## src/rtl/arp_cache_table.sv

```systemverilog
// ARP cache: learns sender IP/MAC pairs from FCS-checked ARP frames, serves
// single-cycle IP-to-MAC lookups, ages out stale entries and requests replies.
module arp_cache_table #(
  parameter int unsigned ENTRIES     = 8,
  parameter int unsigned TICK_CYCLES = 125000000,
  parameter int unsigned AGE_LIMIT   = 300,
  parameter logic [31:0] LOCAL_IP    = 32'hC0A8010A,
  parameter logic [47:0] LOCAL_MAC   = 48'h02_00_00_00_00_01
) (
  input  logic        aclk,
  input  logic        aresetn,
  input  logic        rx_arp_done,
  input  logic [15:0] rx_opcode,
  input  logic [47:0] rx_mac_s_addr,
  input  logic [31:0] rx_ip_s_addr,
  input  logic [31:0] rx_ip_t_addr,
  input  logic        crc_valid,
  input  logic        crc_error,
  output logic        arp_resp_start,
  input  logic        arp_resp_end,
  output logic [47:0] resp_mac_d_addr,
  output logic [31:0] resp_ip_d_addr,
  output logic [47:0] mac_s_addr,
  output logic [31:0] ip_s_addr,
  input  logic        lkp_req,
  input  logic [31:0] lkp_ip,
  output logic        lkp_ack,
  output logic        lkp_hit,
  output logic [47:0] lkp_mac
);

  localparam int unsigned IW = (ENTRIES > 1) ? $clog2(ENTRIES) : 1;
  localparam int unsigned TW = (TICK_CYCLES > 1) ? $clog2(TICK_CYCLES) : 1;
  localparam int unsigned AW = 16;

  typedef enum logic [1:0] {
    S_IDLE,
    S_WAIT_FCS,
    S_UPDATE,
    S_ARP_RESP
  } state_t;

  state_t        r_state;
  state_t        w_state_nxt;
  logic          w_latch;

  logic [15:0]   r_opcode;
  logic [47:0]   r_smac;
  logic [31:0]   r_sip;
  logic [31:0]   r_tip;

  logic          r_vld [ENTRIES];
  logic [31:0]   r_ip  [ENTRIES];
  logic [47:0]   r_mac [ENTRIES];
  logic [AW-1:0] r_age [ENTRIES];
  logic [IW-1:0] r_repl;
  logic [TW-1:0] r_tick;

  logic          w_tick;
  logic          w_upd_hit;
  logic [IW-1:0] w_upd_idx;
  logic          w_free_any;
  logic [IW-1:0] w_free_idx;
  logic          w_wr_en;
  logic [IW-1:0] w_wr_idx;
  logic          w_lkp_hit;
  logic [47:0]   w_lkp_mac;

  logic          r_resp_start;
  logic [47:0]   r_resp_mac;
  logic [31:0]   r_resp_ip;
  logic          r_lkp_ack;
  logic          r_lkp_hit;
  logic [47:0]   r_lkp_mac;

  // FSM state register
  always_ff @(posedge aclk or negedge aresetn) begin
    if (!aresetn) r_state <= S_IDLE;
    else          r_state <= w_state_nxt;
  end

  // Next state; FCS verdict outranks a relatch, crc_error outranks crc_valid
  always_comb begin
    w_state_nxt = r_state;
    w_latch     = 1'b0;
    case (r_state)
      S_IDLE: begin
        if (rx_arp_done) begin
          w_latch     = 1'b1;
          w_state_nxt = S_WAIT_FCS;
        end
      end
      S_WAIT_FCS: begin
        if (crc_error)        w_state_nxt = S_IDLE;
        else if (crc_valid)   w_state_nxt = S_UPDATE;
        else if (rx_arp_done) w_latch     = 1'b1;
      end
      S_UPDATE: begin
        if (r_opcode == 16'd1 && r_tip == LOCAL_IP) w_state_nxt = S_ARP_RESP;
        else                                        w_state_nxt = S_IDLE;
      end
      S_ARP_RESP: begin
        if (arp_resp_end) w_state_nxt = S_IDLE;
      end
      default: w_state_nxt = S_IDLE;
    endcase
  end

  always_ff @(posedge aclk or negedge aresetn) begin
    if (!aresetn) begin
      r_opcode <= '0;
      r_smac   <= '0;
      r_sip    <= '0;
      r_tip    <= '0;
    end else if (w_latch) begin
      r_opcode <= rx_opcode;
      r_smac   <= rx_mac_s_addr;
      r_sip    <= rx_ip_s_addr;
      r_tip    <= rx_ip_t_addr;
    end
  end

  // Sender match and first free slot; downward scan makes lowest index win
  always_comb begin
    w_upd_hit  = 1'b0;
    w_upd_idx  = '0;
    w_free_any = 1'b0;
    w_free_idx = '0;
    for (int i = ENTRIES - 1; i >= 0; i--) begin
      if (r_vld[i] && r_ip[i] == r_sip) begin
        w_upd_hit = 1'b1;
        w_upd_idx = IW'(i);
      end
      if (!r_vld[i]) begin
        w_free_any = 1'b1;
        w_free_idx = IW'(i);
      end
    end
  end

  assign w_wr_en  = (r_state == S_UPDATE) && (r_sip != 32'd0) &&
                    (w_upd_hit || r_tip == LOCAL_IP);
  assign w_wr_idx = w_upd_hit ? w_upd_idx : (w_free_any ? w_free_idx : r_repl);
  assign w_tick   = (r_tick == TW'(TICK_CYCLES - 1));

  always_ff @(posedge aclk or negedge aresetn) begin
    if (!aresetn) begin
      r_tick <= '0;
      r_repl <= '0;
    end else begin
      r_tick <= w_tick ? '0 : r_tick + TW'(1);
      if (w_wr_en && !w_upd_hit && !w_free_any) r_repl <= r_repl + IW'(1);
    end
  end

  // Entry storage; a write (refresh or insert) takes priority over aging
  always_ff @(posedge aclk or negedge aresetn) begin
    if (!aresetn) begin
      for (int i = 0; i < ENTRIES; i++) begin
        r_vld[i] <= 1'b0;
        r_ip[i]  <= '0;
        r_mac[i] <= '0;
        r_age[i] <= '0;
      end
    end else begin
      for (int i = 0; i < ENTRIES; i++) begin
        if (w_wr_en && w_wr_idx == IW'(i)) begin
          r_vld[i] <= 1'b1;
          r_ip[i]  <= r_sip;
          r_mac[i] <= r_smac;
          r_age[i] <= '0;
        end else if (w_tick && r_vld[i]) begin
          if (r_age[i] == AW'(AGE_LIMIT - 1)) begin
            r_vld[i] <= 1'b0;
            r_age[i] <= '0;
          end else begin
            r_age[i] <= r_age[i] + AW'(1);
          end
        end
      end
    end
  end

  // Lookup compare against the current (pre-update) table
  always_comb begin
    w_lkp_hit = 1'b0;
    w_lkp_mac = '0;
    for (int i = ENTRIES - 1; i >= 0; i--) begin
      if (r_vld[i] && r_ip[i] == lkp_ip) begin
        w_lkp_hit = 1'b1;
        w_lkp_mac = r_mac[i];
      end
    end
  end

  always_ff @(posedge aclk or negedge aresetn) begin
    if (!aresetn) begin
      r_lkp_ack <= 1'b0;
      r_lkp_hit <= 1'b0;
      r_lkp_mac <= '0;
    end else begin
      r_lkp_ack <= lkp_req;
      r_lkp_hit <= lkp_req && w_lkp_hit;
      r_lkp_mac <= (lkp_req && w_lkp_hit) ? w_lkp_mac : '0;
    end
  end

  always_ff @(posedge aclk or negedge aresetn) begin
    if (!aresetn) begin
      r_resp_start <= 1'b0;
      r_resp_mac   <= '0;
      r_resp_ip    <= '0;
    end else begin
      r_resp_start <= (w_state_nxt == S_ARP_RESP);
      if (r_state == S_UPDATE && w_state_nxt == S_ARP_RESP) begin
        r_resp_mac <= r_smac;
        r_resp_ip  <= r_sip;
      end
    end
  end

  assign arp_resp_start  = r_resp_start;
  assign resp_mac_d_addr = r_resp_mac;
  assign resp_ip_d_addr  = r_resp_ip;
  assign mac_s_addr      = LOCAL_MAC;
  assign ip_s_addr       = LOCAL_IP;
  assign lkp_ack         = r_lkp_ack;
  assign lkp_hit         = r_lkp_hit;
  assign lkp_mac         = r_lkp_mac;

endmodule

```

## config.mk

```make
export PLATFORM = sky130hd
export DESIGN_NAME = arp_cache_table
export DESIGN_NICKNAME = d
export VERILOG_FILES = /design/src/rtl/arp_cache_table.sv
export SDC_FILE = /design/constraint.sdc
export NUM_CORES = 2
export LEC_CHECK = 0
export CAP_MARGIN = 20
export CORE_MARGIN = 2
export CORE_UTILIZATION = 50
export CTS_BUF_LIST = sky130_fd_sc_hd__clkbuf_2
export CTS_CLUSTER_DIAMETER = 40
export DETAILED_ROUTE_END_ITERATION = 8
export PLACE_DENSITY = 0.69
export SYNTH_ARGS = -nofsm -noshare
export SYNTH_HDL_FRONTEND = slang
export SYNTH_SLANG_ARGS = --single-unit
```

## constraint.sdc

```tcl
create_clock -name aclk -period 3.3 [get_ports aclk]
set_input_delay 0.33 -clock aclk [delete_from_list [all_inputs] [get_ports aclk]]
set_output_delay 0.33 -clock aclk [all_outputs]
set_load 0.005 [all_outputs]
```

After elaboration in Yosys (flattened, before gate mapping)
Cells that the tools add are included.
{"block": "op_classes", "addsub": 10, "n_eq_ne": 38, "n_mux": 110, "n_reduce_logical": 69}
{"cell": "32-bit == test", "count": 16}
{"cell": "48-bit two-way mux", "count": 9}
{"cell": "16-bit two-way mux", "count": 24}
{"cell": "16-bit by 1-bit adder with 16-bit output (second input constant)", "count": 8}
{"cell": "16-bit by 9-bit == test with 1-bit output (second input constant)", "count": 8}
{"cell": "3-bit two-way mux", "count": 18}
{"cell": "1-bit two-way mux", "count": 51}
{"cell": "1-bit logical AND", "count": 39}
{"cell": "32-bit == test (second input constant)", "count": 1}
{"cell": "2-bit nonzero test", "count": 16}
{"cell": "32-bit nonzero test", "count": 1}
{"cell": "27-bit by 1-bit adder with 27-bit output (second input constant)", "count": 1}
{"cell": "27-bit == test (second input constant)", "count": 1}
{"cell": "27-bit two-way mux", "count": 1}
{"cell": "16-bit by 1-bit == test with 1-bit output (second input constant)", "count": 1}
{"cell": "2-bit AND reduction", "count": 8}
{"cell": "3-bit == test (second input constant)", "count": 4}
{"cell": "2-bit two-way mux", "count": 5}
{"cell": "2-bit case mux with 4 select lines", "count": 1}
{"cell": "2-bit == test (second input constant)", "count": 3}
{"cell": "3-bit by 2-bit == test with 1-bit output (second input constant)", "count": 2}
{"cell": "3-bit by 1-bit adder with 3-bit output (second input constant)", "count": 1}
{"cell": "3-bit by 1-bit == test with 1-bit output (second input constant)", "count": 1}
{"cell": "3-bit zero test", "count": 1}
{"cell": "5 further kinds", "count": 6}
{"block": "word_totals", "reg_bits": 1067, "input_bits": 167, "output_inout_bits": 211, "elab_cells": 272}

Longest topological paths before layout
{"block": "logic_depth", "ltp_word": 15, "depth_mapped": 14, "depth_no_buf": 10}

Least setup slack after synthesis
No wires, ideal clock.
{"block": "synth_path", "path_kind": "register to register", "startpoint": "reg r_sip[20]", "endpoint": "reg r_ip[92] (netlist bit)", "setup_ns": 0.125, "arrival_ns": 3.094, "required_time_ns": 3.175, "path_slack_ns": 0.081, "path_stages_with_launch": 14, "n_path_buf": 4, "synth_period_minus_slack_ns": 3.219, "cell_sequence": "dfrtp_1 > buf_4 > xor2_1 > nor4_1 > nand4_1 > or4_1 > a311oi_2 > o211ai_2 > and2b_1 > nand2b_1 > buf_2 > buf_4 > buf_2 > mux2_2"}
{"block": "synth_between", "elab_chain_len": 13, "elab_cells_between_ends": 39, "cone_classes": "eq/ne (9); mux (17); reduce/logical (13)"}
{"item": "from (decl)", "line_no": "49", "source": "logic [31:0] r_sip;"}
{"item": "from (signal assigned)", "line_no": "118", "source": "r_sip <= rx_ip_s_addr;"}
{"item": "32-bit == test", "line_no": "130", "source": "if (r_vld[i] && r_ip[i] == r_sip) begin"}
{"item": "1-bit logical AND", "line_no": "130"}
{"item": "3-bit two-way mux or 1-bit two-way mux (tied branches) (8 in series)", "line_no": "130"}
{"item": "3-bit two-way mux or 1-bit logical OR (tied branches)", "line_no": "143, 142"}
{"item": "3-bit == test or 1-bit logical AND (tied branches)", "line_no": "167, 141"}
{"item": "1-bit logical AND (*)", "line_no": "167", "source": "if (w_wr_en && w_wr_idx == IW'(i)) begin"}
{"item": "to (signal, indexed assignment)", "line_no": "169", "source": "r_ip[i] <= r_sip;"}
{"item": "to (decl)", "line_no": "53", "source": "logic [31:0] r_ip [ENTRIES];"}
Every way passes the cells marked *; elsewhere a longest branch is shown, timed or not.
A chain may end at the register's enable or synchronous reset.

Worst setup path in the final report
{"block": "layout_path", "startpoint": "reg r_sip[4]", "endpoint": "reg r_ip[158] (netlist bit)"}
{"block": "layout_between", "elab_chain_len": 13, "elab_cells_between_ends": 39, "cone_classes": "eq/ne (9); mux (17); reduce/logical (13)"}
{"item": "32-bit == test", "line_no": "130"}
{"item": "1-bit logical AND", "line_no": "130"}
{"item": "3-bit two-way mux or 1-bit two-way mux (tied branches) (8 in series)", "line_no": "130"}
{"item": "3-bit two-way mux or 1-bit logical OR (tied branches)", "line_no": "143, 142"}
{"item": "3-bit by 2-bit == test with 1-bit output or 1-bit logical AND (tied branches)", "line_no": "167, 141"}
{"item": "1-bit logical AND (*)", "line_no": "167"}
Marked as above.

==> summary.md <==
The run finished, with violations left. The checks that failed: setup timing. The worst setup path is launched from a flip-flop. The endpoint of the worst hold path is r_smac[3]$_DFFE_PN0P_.

In this run the top signal layer used is met5. The tools report the worst setup timing slack at the placement stage as -1.01 ns. The analysis attributes to cell leakage a power of 34.8 nW. The depth of the worst register-to-register path was 17.

Wire segments on met2 add up to 85200 um in the final route. Type of the worst setup path: reg -> reg. During synthesis, Yosys emitted a total of 0 warnings. The die is 327 um wide. Using the TritonRoute via totals, the vias-per-cell ratio works out to 5.81.

CTS placed an instance of clkbuf_2 at the clock tree root. The clock passes through at most 4 buffers. In the post-synthesis netlist, the biggest area contributors are dfrtp_1 (51%), mux2_2 (17%), xor2_1 (6.0%). The critical path arrival is 5.36 ns. VDD sags by at most 0.489 mV. The pin count of the biggest net entering global routing was 137; the share of post-route cells with drive strength above 1 was 36.4%. In the global route stage, overall resource usage came out at 33.4%. Setup repair after global routing could not meet its margin everywhere. Based on the critical path, the design can be clocked at up to 254 MHz. The die covers 107000 um2.

TritonCTS built the clock tree. The area growth from synthesis to layout is 37.6%. After floorplanning, the core was divided into 118 placement rows. The max-slew violation count is 0, and the synthesized flop and latch total is 1067. After clock tree synthesis, the clock-pin slew on the worst setup and hold paths is 0.10 ns. Once detailed placement completed, the half-perimeter wirelength came to 114000 um.

The largest total area in the synthesized netlist belongs to dfrtp_1. Worst min-delay path startpoint: rx_mac_s_addr[3]. Across the run, the number of max-cap violations was 0.

The per-cell routed wire length was 25.5 um. The run gives 29.1% as the worst max-slew margin expressed relative to the limit. The minimum setup slack among reg-to-reg paths was -0.64 ns; the number of optimization iterations in the first detailed-route pass was 6. Worst hold-check path type: in -> reg. Summed over its instances, the top area cell type makes up 51.3% of the synthesized netlist area. In this run the cell area of the synthesized design comes to 52000 um2. The finished cells cover 71600 um2.

For the number of buffers created by CTS, the log shows 302. During I/O placement, the number of pins put on the boundary was 378. For the pin with the worst max-slew slack, the measured transition is 1.06 ns. Wire segments on met3 add up to 18500 um in the final route. The power density of the placed cells came out at 488 nW/um2.

The count of endpoints failing hold in the final timing report is 0. The routed design has 190000 um of wire. For the CTS sink count, the log shows 1067.

For the net count of the finished layout, the log shows 6068. The via count of the first global-routing pass is 43100. The mean instance size in the synthesized netlist is 11.6 um2.

The initial utilization of the core area, before any placement, comes to 50.3%. The run gives 34.9 mW as the overall power consumption. STA classifies the critical path endpoint as a flip-flop.

After layout, the worst path uses 119% of the clock period. The worst path needs 3.94 ns of the cycle, external delays included. Of the synthesized area, sequential elements account for 51.3%. The core region is 103000 um2. The initial antenna violation count is 10.

The worst hold path was traced through 3 stages. For the total grt overflow, the log shows 0. The tools report the count of vias placed by the detailed router as 43300. The least setup slack across all paths after layout came out at -0.641 ns. The fraction of registers with async set or reset after synthesis is 100%. The run gives 827 as the setup violation total in the final timing report. The run gives 61 as the number of distinct library cells after synthesis. The number of nets with antenna violations after detailed routing is 0, and the number of input and output port buffers inserted is 297.

For the worst setup path, the data required time is 4.72 ns. The clock arrives with 0.261 ns of skew. For the post-layout utilization of the core, the log shows 69.2%. The first global-routing pass estimated 270000 um of wire. The number of enable flip-flop cells after synthesis is 0.

The clock latency on the worst-skew pair came out at 1.64 ns. Routability-driven placement finished with a final weighted congestion of 1.05. Predominant post-synthesis flop cell: dfrtp_1. For the deepest level of the CTS H-tree, the log shows 5. The endpoint identified for the worst register-to-register timing path is r_ip[158]$_DFFE_PN0N_. For this run, design rule violations remaining after detail routing come to 0. In this run, the number of DRC markers left after iteration 0 of detailed routing was 4333.

The cell count after synthesis came out at 4477. Chip height: 327 um. The startpoint identified for the worst register-to-register timing path is r_sip[4]$_DFFE_PN0P_. For the post-detailed-placement cell area, the log shows 61300 um2. The run gives 77200 um as the met1 layer wirelength in the final routing. In this run the worst path has a maximum fanout of 8.
[cells by family (layout without fill, tap and decap cells)]
logic type	Yosys count	after routing	share of synthesized area, %
fa+ha+maj	10	10	0.241
buf+inv	487	2000	4.59
other cells	2	88	0.0144
mux	854	854	18.6
flops	1067	1067	51.3
simple gates	862	865	8.78
xor+xnor	545	545	9.18
compound gates	650	650	7.23
[stage by stage]
step	hold slack (ns)	TNS (ns)	std cells
after floorplan	0.0344	0	4555
after global placement	0.225	-563.54	6469
after detailed placement	0.219	-606.06	6469
after CTS	0.00473	-242.42	7358
after global routing	0.0946	-461.88	7459
final	0.156	-400.95	7459
[flip-flops by register name (all words and copies together), names as in the netlist]
signal	flops
lkp_ack	1
arp_resp_start	1
r_tip	32
r_smac	48
r_vld	8
r_ip	256
r_repl	3
r_mac	384
resp_ip_d_addr	32
r_state	2
r_sip	32
r_age	128
r_opcode	16
lkp_mac	48
lkp_hit	1
resp_mac_d_addr	48
r_tick	27
[placed cells by master (no fill, tap or decap), types with 13 or more instances in the layout]
cell	Yosys	routed
nand3b_1	13	13
buf_8	0	14
nor4b_1	19	18
clkbuf_16	0	36
buf_4	92	581
buf_12	0	137
inv_1	54	54
dfrtp_1	1067	1058
mux2_1	52	18
a221oi_1	48	48
mux2_4	23	228
nand2_1	205	200
a21oi_1	153	146
a31oi_1	66	66
nor4_2	2	26
nor3_1	40	36
dlygate4sd3_1	0	336
buf_16	0	30
and3_1	68	68
nor4_1	108	77
clkdlybuf4s50_1	0	296
o21ai_0	302	301
clkbuf_2	0	423
buf_6	15	32
mux2_2	776	605
nand3_1	63	58
nor2_1	130	128
clkinv_1	0	45
conb_1	2	80
o211ai_1	48	48
nand4_1	76	76
xnor2_1	186	183
and2_1	76	75
xor2_1	359	352
[timing repair]
action	4_1_cts	5_1_grt
gates resized for setup	170	277
buffers inserted	50	54
pin swaps	34	8
hold buffers	337	0
hold endpoints to repair	1248	0
setup endpoints to repair	828	824
gates cloned	24	46
[Yosys cell counts, types with 13 or more instances]
library cell,instances
a21oi_1,153
a221oi_1,48
a31oi_1,66
and2_1,76
and3_1,68
buf_1,57
buf_2,82
buf_4,92
buf_6,15
clkbuf_1,187
dfrtp_1,1067
inv_1,54
mux2_1,52
mux2_2,776
mux2_4,23
nand2_1,205
nand3_1,63
nand3b_1,13
nand4_1,76
nor2_1,130
nor3_1,40
nor4_1,108
nor4b_1,19
o211ai_1,48
o21ai_0,302
or3_1,13
xnor2_1,186
xor2_1,359
[per-layer routing]
| metal | track usage (%) | up-vias |
|---|---|---|
| met5 | 0 | - |
| met4 | 13.0 | 10 |
| met3 | 7.40 | 542 |
| met2 | 51.7 | 2314 |
| met1 | 45.9 | 21900 |
| li1 | - | 18600 |
[layout make-up]
class	count	area (um2)
clock buffers	423	2120
inverters	54	203
flip-flops and latches	1067	26700
repair buffers	1462	15700
fillers	7342	31800
well taps	1380	1730
diodes	8	20.0
clock inverters	61	352
multi-input cells	3004	24700
[worst max-delay path, cell delays in order, from the launching register on]
cell       delay [ns]
dfrtp_1          0.43
buf_12           0.17
buf_12           0.14
xnor2_2          0.14
nand4_1          0.14
nor4_2           0.29
buf_4            0.17
nand4_1          0.18
buf_6            0.21
a311oi_4         0.34
o211ai_2         0.20
buf_4            0.18
nor3_4           0.20
buf_6            0.15
nand2b_4         0.13
buf_12           0.18
clkbuf_16        0.18
mux2_4           0.30
[where the power goes]
| group | total, mW | internal, mW | switching (mW) | leakage, nW |
|---|---|---|---|---|
| sequential | 15.4 | 13.9 | 1.54 | 14.6 |
| clock | 9.46 | 3.70 | 5.76 | 1.93 |
| combinational | 10.0 | 4.92 | 5.12 | 18.3 |
[worst max-delay path by stage]
stage | startpoint | depth (start not counted) | end
6_report | r_sip[4]$_DFFE_PN0P_ | 17 | r_ip[158]$_DFFE_PN0N_
5_1_grt | r_sip[4]$_DFFE_PN0P_ | 17 | r_ip[146]$_DFFE_PN0N_
4_1_cts | r_sip[15]$_DFFE_PN0P_ | 13 | r_ip[97]$_DFFE_PN0N_
3_5_place_dp | r_sip[29]$_DFFE_PN0P_ | 14 | r_mac[290]$_DFFE_PN0N_
3_3_place_gp | r_sip[29]$_DFFE_PN0P_ | 14 | r_mac[322]$_DFFE_PN0N_
2_1_floorplan | r_sip[20]$_DFFE_PN0P_ | 13 | r_ip[92]$_DFFE_PN0N_
No activity file was read; power rests on OpenSTA's default activity.
